$ cat src/rtl/wb_arbiter.sv
`default_nettype none
// ============================================================================
// Module   : wb_arbiter
// Brief    : Two-master Wishbone B4 classic arbiter (ifm/exm) with round-robin
//            tie-break, combinational bus mux and stalled-cycle watchdog.
// Revision : 1.0
// ============================================================================
module wb_arbiter #(
   parameter int TIMEOUT = 255
) (
   input  logic        clk_i,
   input  logic        rst_n_i,
   input  logic [31:0] ifm_wb_adr_i,
   input  logic [31:0] ifm_wb_dat_i,
   output logic [31:0] ifm_wb_dat_o,
   input  logic        ifm_wb_we_i,
   input  logic [3:0]  ifm_wb_sel_i,
   input  logic        ifm_wb_stb_i,
   input  logic        ifm_wb_cyc_i,
   output logic        ifm_wb_ack_o,
   output logic        ifm_wb_err_o,
   input  logic [31:0] exm_wb_adr_i,
   input  logic [31:0] exm_wb_dat_i,
   output logic [31:0] exm_wb_dat_o,
   input  logic        exm_wb_we_i,
   input  logic [3:0]  exm_wb_sel_i,
   input  logic        exm_wb_stb_i,
   input  logic        exm_wb_cyc_i,
   output logic        exm_wb_ack_o,
   output logic        exm_wb_err_o,
   output logic [31:0] s_wb_adr_o,
   output logic [31:0] s_wb_dat_o,
   output logic        s_wb_we_o,
   output logic [3:0]  s_wb_sel_o,
   output logic        s_wb_stb_o,
   output logic        s_wb_cyc_o,
   input  logic [31:0] s_wb_dat_i,
   input  logic        s_wb_ack_i
);

   localparam int                 c_CNT_W    = (TIMEOUT > 0) ? $clog2(TIMEOUT + 1) : 1;
   localparam logic [c_CNT_W-1:0] c_LIMIT    = c_CNT_W'(TIMEOUT);
   localparam logic [1:0]         c_ST_IDLE  = 2'd0;
   localparam logic [1:0]         c_ST_IFM   = 2'd1;
   localparam logic [1:0]         c_ST_EXM   = 2'd2;
   localparam logic               c_LAST_IFM = 1'b0;
   localparam logic               c_LAST_EXM = 1'b1;

   logic [1:0]         r_state;
   logic [1:0]         w_state_nxt;
   logic               r_last;
   logic               w_last_nxt;
   logic [c_CNT_W-1:0] r_cnt;
   logic               w_own_ifm;
   logic               w_own_exm;
   logic               w_own_stb;
   logic               w_timeout;

   assign w_own_ifm = (r_state == c_ST_IFM);
   assign w_own_exm = (r_state == c_ST_EXM);
   assign w_own_stb = (w_own_ifm & ifm_wb_stb_i) | (w_own_exm & exm_wb_stb_i);
   // An ack landing on the limit cycle completes the transfer, so it suppresses err.
   assign w_timeout = (TIMEOUT != 0) && w_own_stb && !s_wb_ack_i && (r_cnt == c_LIMIT);

   always_comb begin
      w_state_nxt = r_state;
      w_last_nxt  = r_last;
      case (r_state)
         c_ST_IDLE: begin
            if (ifm_wb_cyc_i && exm_wb_cyc_i)
               w_state_nxt = (r_last == c_LAST_IFM) ? c_ST_EXM : c_ST_IFM;
            else if (ifm_wb_cyc_i)
               w_state_nxt = c_ST_IFM;
            else if (exm_wb_cyc_i)
               w_state_nxt = c_ST_EXM;
         end
         c_ST_IFM: begin
            if (!ifm_wb_cyc_i) begin
               w_last_nxt  = c_LAST_IFM;
               w_state_nxt = exm_wb_cyc_i ? c_ST_EXM : c_ST_IDLE;
            end
         end
         c_ST_EXM: begin
            if (!exm_wb_cyc_i) begin
               w_last_nxt  = c_LAST_EXM;
               w_state_nxt = ifm_wb_cyc_i ? c_ST_IFM : c_ST_IDLE;
            end
         end
         default: w_state_nxt = c_ST_IDLE;
      endcase
   end

   always_ff @(posedge clk_i or negedge rst_n_i) begin
      if (!rst_n_i) begin
         r_state <= c_ST_IDLE;
         r_last  <= c_LAST_IFM;
         r_cnt   <= '0;
      end else begin
         r_state <= w_state_nxt;
         r_last  <= w_last_nxt;
         if ((TIMEOUT == 0) || (w_state_nxt != r_state) || s_wb_ack_i || !w_own_stb || w_timeout)
            r_cnt <= '0;
         else
            r_cnt <= r_cnt + c_CNT_W'(1);
      end
   end

   always_comb begin
      s_wb_adr_o   = '0;
      s_wb_dat_o   = '0;
      s_wb_we_o    = 1'b0;
      s_wb_sel_o   = '0;
      s_wb_stb_o   = 1'b0;
      s_wb_cyc_o   = 1'b0;
      ifm_wb_ack_o = 1'b0;
      exm_wb_ack_o = 1'b0;
      ifm_wb_err_o = 1'b0;
      exm_wb_err_o = 1'b0;
      if (w_own_ifm) begin
         s_wb_adr_o   = ifm_wb_adr_i;
         s_wb_dat_o   = ifm_wb_dat_i;
         s_wb_we_o    = ifm_wb_we_i;
         s_wb_sel_o   = ifm_wb_sel_i;
         s_wb_stb_o   = ifm_wb_stb_i;
         s_wb_cyc_o   = ifm_wb_cyc_i;
         ifm_wb_ack_o = s_wb_ack_i;
         ifm_wb_err_o = w_timeout;
      end else if (w_own_exm) begin
         s_wb_adr_o   = exm_wb_adr_i;
         s_wb_dat_o   = exm_wb_dat_i;
         s_wb_we_o    = exm_wb_we_i;
         s_wb_sel_o   = exm_wb_sel_i;
         s_wb_stb_o   = exm_wb_stb_i;
         s_wb_cyc_o   = exm_wb_cyc_i;
         exm_wb_ack_o = s_wb_ack_i;
         exm_wb_err_o = w_timeout;
      end
   end

   assign ifm_wb_dat_o = s_wb_dat_i;
   assign exm_wb_dat_o = s_wb_dat_i;

endmodule
`default_nettype wire

$ cat config.mk
export PLATFORM = sky130hd
export DESIGN_NAME = wb_arbiter
export DESIGN_NICKNAME = d
export VERILOG_FILES = /design/src/rtl/wb_arbiter.sv
export SDC_FILE = /design/constraint.sdc
export NUM_CORES = 1
export LEC_CHECK = 0
export CAP_MARGIN = 25
export CORE_AREA = 2 2 121 123
export DETAILED_ROUTE_END_ITERATION = 10
export DIE_AREA = 0 0 123 125
export PLACE_DENSITY = 0.59
export SLEW_MARGIN = 20
export SYNTH_ARGS = -nofsm -noshare
export SYNTH_HDL_FRONTEND = slang
export SYNTH_SLANG_ARGS = --single-unit
$ cat constraint.sdc
create_clock -name clk_i -period 3.4 [get_ports clk_i]
set_input_delay 0.68 -clock clk_i [delete_from_list [all_inputs] [get_ports clk_i]]
set_output_delay 0.68 -clock clk_i [all_outputs]
set_load 0.01 [all_outputs]
# Yosys cells after proc, flatten, opt, wreduce, memory -nomap -nowiden
# Cells that the tools add are included.
# totals
reg_bits	11
elab_cells	55
n_memories	0
out_inout_bits	139
mem_bits_ro	0
latch_bits	0
inputBits	177
ramBits	0
# op_classes
reduce_logical	11
eq_ne	6
n_addsub	1
bitwise	3
mul	0
shifts	0
n_mux	31
n_div	0
magnitude_cmp	0
# ops
op	count
32-bit 2-to-1 mux	4
1-bit 2-to-1 mux	15
2-bit 2-to-1 mux	7
8-bit by 1-bit adder with 8-bit output (second input constant)	1
8-bit equality test (second input constant)	1
4-bit 2-to-1 mux	2
8-bit 2-to-1 mux	1
2-bit case mux with 3 select lines	1
2-bit != test (second input constant)	2
1-bit logical AND	3
1-bit logical OR	3
3-bit AND reduction	1
1-bit AND	2
2-bit by 1-bit equality test with 1-bit output (second input constant)	1
2-bit equality test (second input constant)	1
1-bit zero test	2
2-bit zero test	1
2-bit != test	1
1-bit case mux with 2 select lines	1
2-bit nonzero test	1
1-bit bitwise OR	1

# Longest topological paths before layout
# Gate-level depths: netlist of the first run.
# depth
depth_word	9
ltp_mapped	6
depth_no_buf	4

# Worst setup path before layout of the first run
# Ideal clock, no wire load.
# synth_path
path_type	register -> output
start	register r_cnt[0]
end	output port exm_wb_err_o
n_path_buf	0
slack_ns	1.479
path_stages_with_launch	5
t_required_ns	2.720
arrival_time_ns	1.241
path_cell_list	dfrtp_1 > ha_1 > and4_1 > nand3_1 > nor2_1
# synth_between
elab_chain_len	4
# synth_rtl
item	line	text
start: declaration	53	logic [c_CNT_W-1:0] r_cnt;
start signal: assignment	104	r_cnt <= r_cnt + c_CNT_W'(1);
8-bit equality test	63	assign w_timeout = (TIMEOUT != 0) && w_own_stb && !s_wb_ack_i && (r_cnt == c_LIMIT);
1-bit logical AND	63	
1-bit 2-to-1 mux	128	end else if (w_own_exm) begin
1-bit 2-to-1 mux	119	if (w_own_ifm) begin
end: declaration	30	output logic exm_wb_err_o,
# No other way between the ends.

# Worst setup path after layout of the first run
# layout_path
start	register r_state[1]
end	output port s_wb_adr_o[31]
# layout_between
elab_chain_len	3
word_cells_on_any_way	4
classes_between	eq/ne: 2; mux: 2
# layout_rtl
item	line	text
start: declaration	49	logic [1:0] r_state;
start signal: assignment	95	r_state <= c_ST_IDLE;
start signal: assignment	99	r_state <= w_state_nxt;
2-bit equality test	60	assign w_own_exm = (r_state == c_ST_EXM);
32-bit 2-to-1 mux	128	
32-bit 2-to-1 mux *	119	
end: declaration	31	output logic [31:0] s_wb_adr_o,
# Mark *: on every way between the ends. The rest lies on a longest branch, timed or not.

==> results.cfg, run 1 <==
[status]
outcome = completed

[power]
p_sw_frac = 0.356
p_clk_frac = 0.148
power_mw = 1.43
ir_worst_vdd_mv = 0.135
seqPwrFrac = 0.112
power_density_nw_per_um2 = 381
p_comb_frac = 0.740
switchingPower_mw = 0.510
leakage_nw = 1.41
p_int_mw = 0.924

[synth]
synth_nets = 394
synth_seq_cells = 11
syn_inst = 216
synth.distinct_cells = 23
seq_area_frac_synth = 0.156
ys_top_cells_by_area = a22o_1, buf_4, dfrtp_1
ys_warn_count = 0
yosysTopAreaCell = a22o_1
synth_area_um2 = 1770
synth_top_area_share = 0.352
syn_area_per_cell_um2 = 8.18

[sta]
max_freq_ghz = 0.347
timing.setup.tns_ps = 0
slew_headroom = 0.666
rsz0062_at_grt = no
fin_ws_ps = 517
min_period_over_period = 0.848
final-hold-violation-count = 0
slew_violations = 0
setup_violations = 0
period_minus_slack_ps = 2880
fin_skew_ps = 0.925
worstMarginPinSlew_ps = 500

[floorplanning]
die_x_um = 123
row_count = 44
initial_core_util = 0.124
core_um2 = 14200
ioPinCount = 316
die-area_um2 = 15400
die_h_um = 125

[setup_path]
critPathKind = register to primary output
end_kind = primary output
slowest_delay_ps = 710
reg2reg_from = r_state[1]
crit_start = r_state[1]
crit_end = s_wb_adr_o[31]
timing.rr.end = r_cnt[5]
cp_slowest_cell = clkdlybuf4s50_1
critPathMaxFanout = 40
r2r_slack_ps = 1470
path_cells = and2b_2 -> buf_4 -> a22o_1 -> clkdlybuf4s50_1
required_ps = 2720
start_kind = register
crit_arrival_ps = 2200
r2r_cells = 5

[detailed_routing]
drcViolationCount = 0
drt_iter0_drc = 63
vias = 2231
via_per_inst = 4.09
wl_um = 9270
ant_nets = 0
first_pass_iters = 4
wl_per_cell_um = 17.0

[clock_network]
cts.clk_slew.worst_paths_ps = 40
postCtsSetupBuffers = 0
clk_latency_ps = 240
cts_hold_buf = 0
cts_tree = yes
clock_path_buffers = 2
cts_resized = 0
numCtsBuffers = 3
cts-root-buf = clkbuf_16
cts-htree-levels = 1
cts_sinks = 11

[finish]
utilization = 0.265
area_growth_pct = 113
n_antenna_cell = 0
drive_gt1_frac = 0.0359
nNetsFinal = 541
n_fill_cell = 1541
stdcell_count = 546

[global_routing]
grt_pass1_wl_um = 13000
first_global_vias = 2209
overflow = 0
grt_antenna_before_repair = 0
grt_max_degree = 42
grt.total_usage = 0.112

[place]
pre_cts_ws_ps = 658
dp_cells = 542
hpwl_um = 8160
io_buffers = 219
gp_congestion = 0.762

[flow_run]
drv_cap = 0

[worst_hold_path]
min_path_type = register to register
hold_depth = 1
-- synthesized netlist by cell type --
library cell,number
buf_2,1
dfrtp_1,11
a22o_1,71
buf_4,66
nor3_2,3
nand3_1,4
xor2_1,3
a21oi_1,3
and2b_1,1
clkbuf_1,14
nor2_1,12
or3_1,2
nand2b_1,2
nor3b_2,1
o21a_1,2
ha_1,1
a32oi_1,2
inv_1,3
and4_1,2
nand2_1,6
o21ai_0,3
nor2b_1,1
xnor2_1,2
-- routing by layer --
metal,global-route usage,wire [µm],vias to the layer above
met1,0.136,3660,1017
met2,0.195,4600,168
met4,0.0281,148,0
li1,-,-,1028
met3,0.0278,854,18
met5,0,0,-
-- critical path, delay by kind of cell, from the launching register on --
kind            cells  cell delay, ps
compound gates      1             200
buf+inv             2            1060
flops               1             430
simple gates        1             250
-- metrics by stage --
step	hold WS, ps	area, µm²
after floorplan	384	1770
after global placement	520	3690
after detailed placement	517	3690
after CTS	527	3770
after global routing	574	3770
final	540	3770
-- cell families (layout without fill, tap and decap cells) --
logic type,count (synthesis),in the layout,synth area share
adder cells (fa/ha/maj),1,1,0.00708
buffers and inverters,84,230,0.319
XOR/XNOR,5,5,0.0248
flip-flops,11,11,0.156
AND/OR/NAND/NOR,34,34,0.106
AO/OA/AOI/OAI,81,81,0.387
-- placed cells by master, fill, tap and decap left out --
| cell type | count |
|---|---|
| o21a_1 | 2 |
| nand3_1 | 4 |
| nand2b_1 | 2 |
| o21ai_0 | 3 |
| a22o_1 | 71 |
| dfrtp_1 | 11 |
| buf_12 | 1 |
| nor2b_4 | 1 |
| clkbuf_1 | 1 |
| xnor2_1 | 2 |
| or3_1 | 2 |
| a32oi_1 | 2 |
| clkbuf_16 | 3 |
| nor3b_2 | 1 |
| ha_1 | 1 |
| buf_4 | 3 |
| xor2_1 | 3 |
| clkdlybuf4s50_1 | 219 |
| and4_1 | 2 |
| and2b_2 | 1 |
| nand2_1 | 6 |
| inv_1 | 3 |
| a21oi_1 | 3 |
| nor2_1 | 12 |
| nor3_2 | 3 |
-- state kept, by name (all words and copies together) (netlist names) --
| register | cells |
|---|---|
| r_last | 1 |
| r_state | 2 |
| r_cnt | 8 |
-- layout make-up --
| type | instances | area, µm² | area share |
|---|---|---|---|
| timing repair buffer | 223 | 2230 | 0.593 |
| multi-input combinational | 121 | 936 | 0.249 |
| sequential | 11 | 275 | 0.0731 |
| tap | 184 | 230 | 0.0611 |
| clock buffer | 4 | 78.8 | 0.0209 |
| inverter | 3 | 11.3 | 0.00299 |
-- power groups by stage --
| stage | logic (mW) | clock network, mW | registers [mW] |
|---|---|---|---|
| global placement | 1.07 | 0 | 0.161 |
| finish | 1.06 | 0.212 | 0.161 |
| floorplan | 0.499 | 0 | 0.157 |
| detailed placement | 1.07 | 0 | 0.162 |
| global route | 1.13 | 0.222 | 0.163 |
| CTS | 1.08 | 0.217 | 0.161 |
-- worst min-delay path by stage --
stage	slack, ps	to	start
2_1_floorplan	380	r_cnt[0]	rst_n_i
3_3_place_gp	520	r_cnt[0]	r_cnt[0]
3_5_place_dp	520	r_cnt[0]	r_cnt[0]
4_1_cts	530	r_cnt[0]	r_cnt[0]
5_1_grt	570	r_cnt[0]	r_cnt[0]
6_report	540	r_cnt[0]	r_cnt[0]
Note: power is estimated with default switching activity, not from simulation.
==> run 2, diff against run 1 <==
CORE_AREA = 2 2 123 125   (was 2 2 121 123)
DIE_AREA = 0 0 125 127   (was 0 0 123 125)
PLACE_DENSITY = 0.57   (was 0.59)
clock period = 2.7 ns   (was 3.4 ns; I/O delays follow)
==> results.cfg, run 2 (synthesis gave the netlist of run 1 again) <==
[finish]
n_antenna_cell = 0
utilization = 0.267
top_register = r_cnt
mostFrequentLayoutCells = clkdlybuf4s50_1, a22o_1, nor2_1
nNetsFinal = 546
seqCellArea_um2 = 277
largestRegisters = r_cnt: 8 flops, r_state: 2 flops, r_last: 1 flops
area_growth_pct = 118
largest_reg_flops = 8
fin_area_um2 = 3860
drive_gt1_frac = 0.0518
n_fill_cell = 1562
multi_input_area_um2 = 937
mostFrequentLayoutCell = clkdlybuf4s50_1

[clock_network]
cts_hold_buf = 0
clock_path_buffers = 2
cts_sinks = 11
cts_tree = yes
cts.clk_slew.worst_paths_ps = 40
cts-root-buf = clkbuf_16
numCtsBuffers = 3
cts-htree-levels = 1
clk_latency_ps = 230

[setup_path]
critPathMaxFanout = 26
crit_arrival_ps = 2030
critPathBufInv = 2
end_kind = primary output
r2r_cells = 5
timing.rr.end = r_cnt[1]
path_cells = and2b_4 -> buf_12 -> a22o_1 -> nand3_1 -> nor2_1 -> clkdlybuf4s50_1
crit_start = r_state[1]
cp.depth = 6
r2r_slack_ps = 770
critPathTopFamily = buffers and inverters
reg2reg_from = r_state[1]
required_ps = 2160
critPathKind = register to primary output
slowest_delay_ps = 540
start_kind = register
cp_slowest_cell = clkdlybuf4s50_1

[floorplanning]
ioPinCount = 316
die_h_um = 127
row_count = 44
die-area_um2 = 15900
initial_core_util = 0.122
die_x_um = 125
core_um2 = 14400

[power]
power_density_nw_per_um2 = 487
ir_worst_vdd_mv = 0.254
switchingPower_mw = 0.661
power_mw = 1.88
leakage_nw = 1.47
p_comb_frac = 0.751
seqPwrFrac = 0.109
p_int_mw = 1.22
p_sw_frac = 0.352
p_clk_frac = 0.140

[sta]
max_freq_ghz = 0.389
rsz0062_at_grt = no
fin_ws_ps = 130
period_minus_slack_ps = 2570
min_period_over_period = 0.952
final-hold-violation-count = 0
fin_skew_ps = 0.893
timing.setup.tns_ps = 0
slew_headroom = 0.656
setup_violations = 0
worstMarginPinSlew_ps = 515
slew_violations = 0

[status]
outcome = completed

[worst_hold_path]
min_from = r_cnt[0]
min_path_type = register to register
min_to = r_cnt[0]
hold_depth = 1

[place]
hpwl_um = 8550
pre_cts_ws_ps = 230
placed_cell_area_um2 = 3710
gp_congestion = 0.819
io_buffers = 219

[flow_run]
drv_cap = 0

[global_routing]
grt_antenna_before_repair = 0
grt_pass1_wl_um = 13600
first_global_vias = 2227
grt.total_usage = 0.110
overflow = 0
grt_max_degree = 53

[detailed_routing]
drcViolationCount = 0
wl_per_cell_um = 18.4
via_per_inst = 4.06
first_pass_iters = 4
wl_um = 10100
ant_nets = 0
drt_iter0_drc = 48
vias = 2236
## run 2: changes by cell type in the layout (fill, tap and decap cells not counted)
cell	change
dlymetal6s2s_1	+1
dfrtp_1	-1
dfrtp_2	+1
clkdlybuf4s50_1	-1
and2b_4	+1
and2b_2	-1
clkbuf_16	+2
buf_12	+1
buf_4	+2
## run 2: power groups by stage
stage / clock, mW / combinational [mW] / sequential [mW]
floorplan: 0 / 0.628 / 0.198
global placement: 0 / 1.36 / 0.203
finish: 0.263 / 1.41 / 0.205
CTS: 0.271 / 1.37 / 0.203
detailed placement: 0 / 1.37 / 0.204
global route: 0.277 / 1.49 / 0.208
## run 2: how the worst max path moves through the flow
stage / endpoint / slack (ps)
floorplan: exm_wb_err_o / 920
finish: exm_wb_err_o / 130
global route: exm_wb_err_o / 10
global placement: ifm_wb_err_o / 270
detailed placement: exm_wb_err_o / 230
CTS: exm_wb_err_o / 50
## run 2: what timing repair did
action / 4_1_cts / 5_1_grt
setup buffers: 0 / 2
endpoints found under the setup margin: 0 / 2
resized for setup: 0 / 3
## run 2: metal layers
| layer | share of wire | global-route usage |
|---|---|---|
| met2 | 0.48 | 0.186 |
| met3 | 0.11 | 0.0431 |
| met5 | 0 | 0 |
| met1 | 0.40 | 0.134 |
| met4 | 0.014 | 0.0222 |
## run 2: metrics by stage
stage,hold slack [ps],std cells
2_1_floorplan,244,216
3_3_place_gp,508,543
3_5_place_dp,513,543
4_1_cts,523,547
5_1_grt,561,551
6_report,518,551
## run 2: final cells by class
type                    count  area share
inverters                   3     0.00292
repair buffers            228       0.602
flip-flops and latches     11      0.0717
clock buffers               4      0.0204
well taps                 184      0.0597
multi-input cells         121       0.243
==> run 3, diff against run 2 <==
CORE_AREA = 2 2 122 124   (was 2 2 123 125)
DIE_AREA = 0 0 124 126   (was 0 0 125 127)
PLACE_DENSITY = 0.6   (was 0.57)
clock period = 2.24 ns   (was 2.7 ns; I/O delays follow)
==> results.cfg, run 3 (synthesis gave the netlist of run 1 again) <==
[global_routing]
overflow = 0
grt.total_usage = 0.131
first_global_vias = 2421
grt_antenna_before_repair = 0
grt_pass1_wl_um = 14900
grt_max_degree = 27

[power]
power_density_nw_per_um2 = 569
p_comb_frac = 0.744
p_clk_frac = 0.150
p_sw_frac = 0.375
seqPwrFrac = 0.106
p_int_mw = 1.41
switchingPower_mw = 0.844
leakage_nw = 1.79
ir_worst_vdd_mv = 0.207

[floorplanning]
initial_core_util = 0.123
core_um2 = 14300
die-area_um2 = 15600
die_h_um = 126
die_x_um = 124
ioPinCount = 316
row_count = 44

[place]
gp_congestion = 0.831
hpwl_um = 9090
placed_cell_area_um2 = 3820
dp_cells = 553
io_buffers = 219
pre_cts_ws_ps = -55.6

[finish]
largestRegisters = r_cnt: 8 flops, r_state: 2 flops, r_last: 1 flops
seqCellArea_um2 = 275
stdcell_count = 568
largest_reg_flops = 8
n_fill_cell = 1582
mostFrequentLayoutCell = clkdlybuf4s50_1
nNetsFinal = 563
multi_input_area_um2 = 940
top_register = r_cnt
drive_gt1_frac = 0.107
n_antenna_cell = 0
fin_area_um2 = 3960
mostFrequentLayoutCells = clkdlybuf4s50_1, a22o_1, dlygate4sd2_1
area_growth_pct = 124

[setup_path]
end_kind = primary output
critPathTopFamily = buffers and inverters
reg2reg_from = r_state[1]
crit_arrival_ps = 1730
path_cells = and2b_4 -> buf_6 -> bufbuf_16 -> a22o_1 -> dlygate4sd2_1
slowest_delay_ps = 420
start_kind = register
r2r_cells = 7
timing.rr.end = r_cnt[5]
required_ps = 1790
r2r_slack_ps = 180
critPathBufInv = 3
critPathKind = register to primary output
critPathMaxFanout = 11
cp_slowest_cell = dfrtp_1

[sta]
rsz0062_at_grt = no
final-hold-violation-count = 0
fin_ws_ps = 58.1
max_freq_ghz = 0.458
worstMarginPinSlew_ps = 524
min_period_over_period = 0.974
slew_headroom = 0.650
hold_ws_ps = 523
setup_violations = 0
period_minus_slack_ps = 2180
fin_skew_ps = 2.47
slew_violations = 0

[status]
outcome = completed

[detailed_routing]
drt_iter0_drc = 131
wl_um = 10900
vias = 2360
via_per_inst = 4.15
wl_per_cell_um = 19.2
first_pass_iters = 4
ant_nets = 0
drcViolationCount = 0

[clock_network]
cts_tree = yes
clk_latency_ps = 250
cts_sinks = 11
numCtsBuffers = 3
clock_path_buffers = 2
cts-htree-levels = 1
cts.clk_slew.worst_paths_ps = 40
cts-root-buf = clkbuf_16

[flow_run]
drv_cap = 0

[worst_hold_path]
min_path_type = register to register
hold_depth = 1
min_to = r_cnt[0]
min_from = r_cnt[0]
==> run 3: changes by cell type in the layout (fill, tap and decap cells not counted), sizes merged <==
cell and delta:
clkdlybuf4s50 -71, dlygate4sd2 +57, bufbuf +1, clkdlybuf4s15 +9, buf +18, clkbuf +3
==> run 3: worst reg2reg max path: cells and delay by family (launching register included) <==
kind	cells	cell delay (ps)
simple gates	3	1010
buf+inv	3	520
flops	1	390
compound gates	1	80
==> run 3: worst max-delay path by stage <==
stage,slack [ps],depth (start not counted),start,to
2_1_floorplan,550,4,r_cnt[0],exm_wb_err_o
3_3_place_gp,-20,5,exm_wb_stb_i,exm_wb_err_o
3_5_place_dp,-60,5,exm_wb_stb_i,ifm_wb_err_o
4_1_cts,-80,5,r_state[1],s_wb_adr_o[16]
5_1_grt,0.5,4,r_state[1],s_wb_stb_o
6_report,60,5,r_state[0],s_wb_dat_o[29]
==> run 3: layout make-up <==
type / count / share of cell area
Timing Repair Buffer: 245 / 0.612
Multi-Input combinational cell: 121 / 0.237
Sequential cell: 11 / 0.0695
Tap cell: 184 / 0.0581
Clock buffer: 4 / 0.0199
Inverter: 3 / 0.00284
==> run 3: repair_timing <==
item | in CTS | in global routing
buffers inserted | 7 | 1
resized for setup | 80 | 16
cloned | 3 | 0
hold buffers | 0 | 0
setup endpoints to repair | 69 | 21
==> run 3: power by group through the flow <==
| stage | combinational, mW | clock, mW | sequential, mW |
|---|---|---|---|
| 3_3_place_gp | 1.73 | 0 | 0.237 |
| 6_report | 1.68 | 0.338 | 0.238 |
| 4_1_cts | 1.71 | 0.341 | 0.237 |
| 2_1_floorplan | 0.756 | 0 | 0.238 |
| 3_5_place_dp | 1.74 | 0 | 0.239 |
| 5_1_grt | 1.81 | 0.348 | 0.241 |
==> run 3: metal layers <==
metal  part of all wire  vias to the layer above  GRT usage
met5                  0                        -          0
met4              0.018                        0     0.0337
met3               0.12                       14     0.0439
met2               0.45                      194      0.214
met1               0.41                     1077      0.165
li1                   -                     1075          -
==> run 3: through the flow <==
stage | TNS [ps] | power (mW) | util
6_report | 0 | 2.25 | 0.277
5_1_grt | 0 | 2.39 | 0.277
4_1_cts | -79.7 | 2.28 | 0.277
3_5_place_dp | -86.0 | 1.98 | 0.267
3_3_place_gp | -24.6 | 1.97 | 0.267
2_1_floorplan | 0 | 0.994 | -
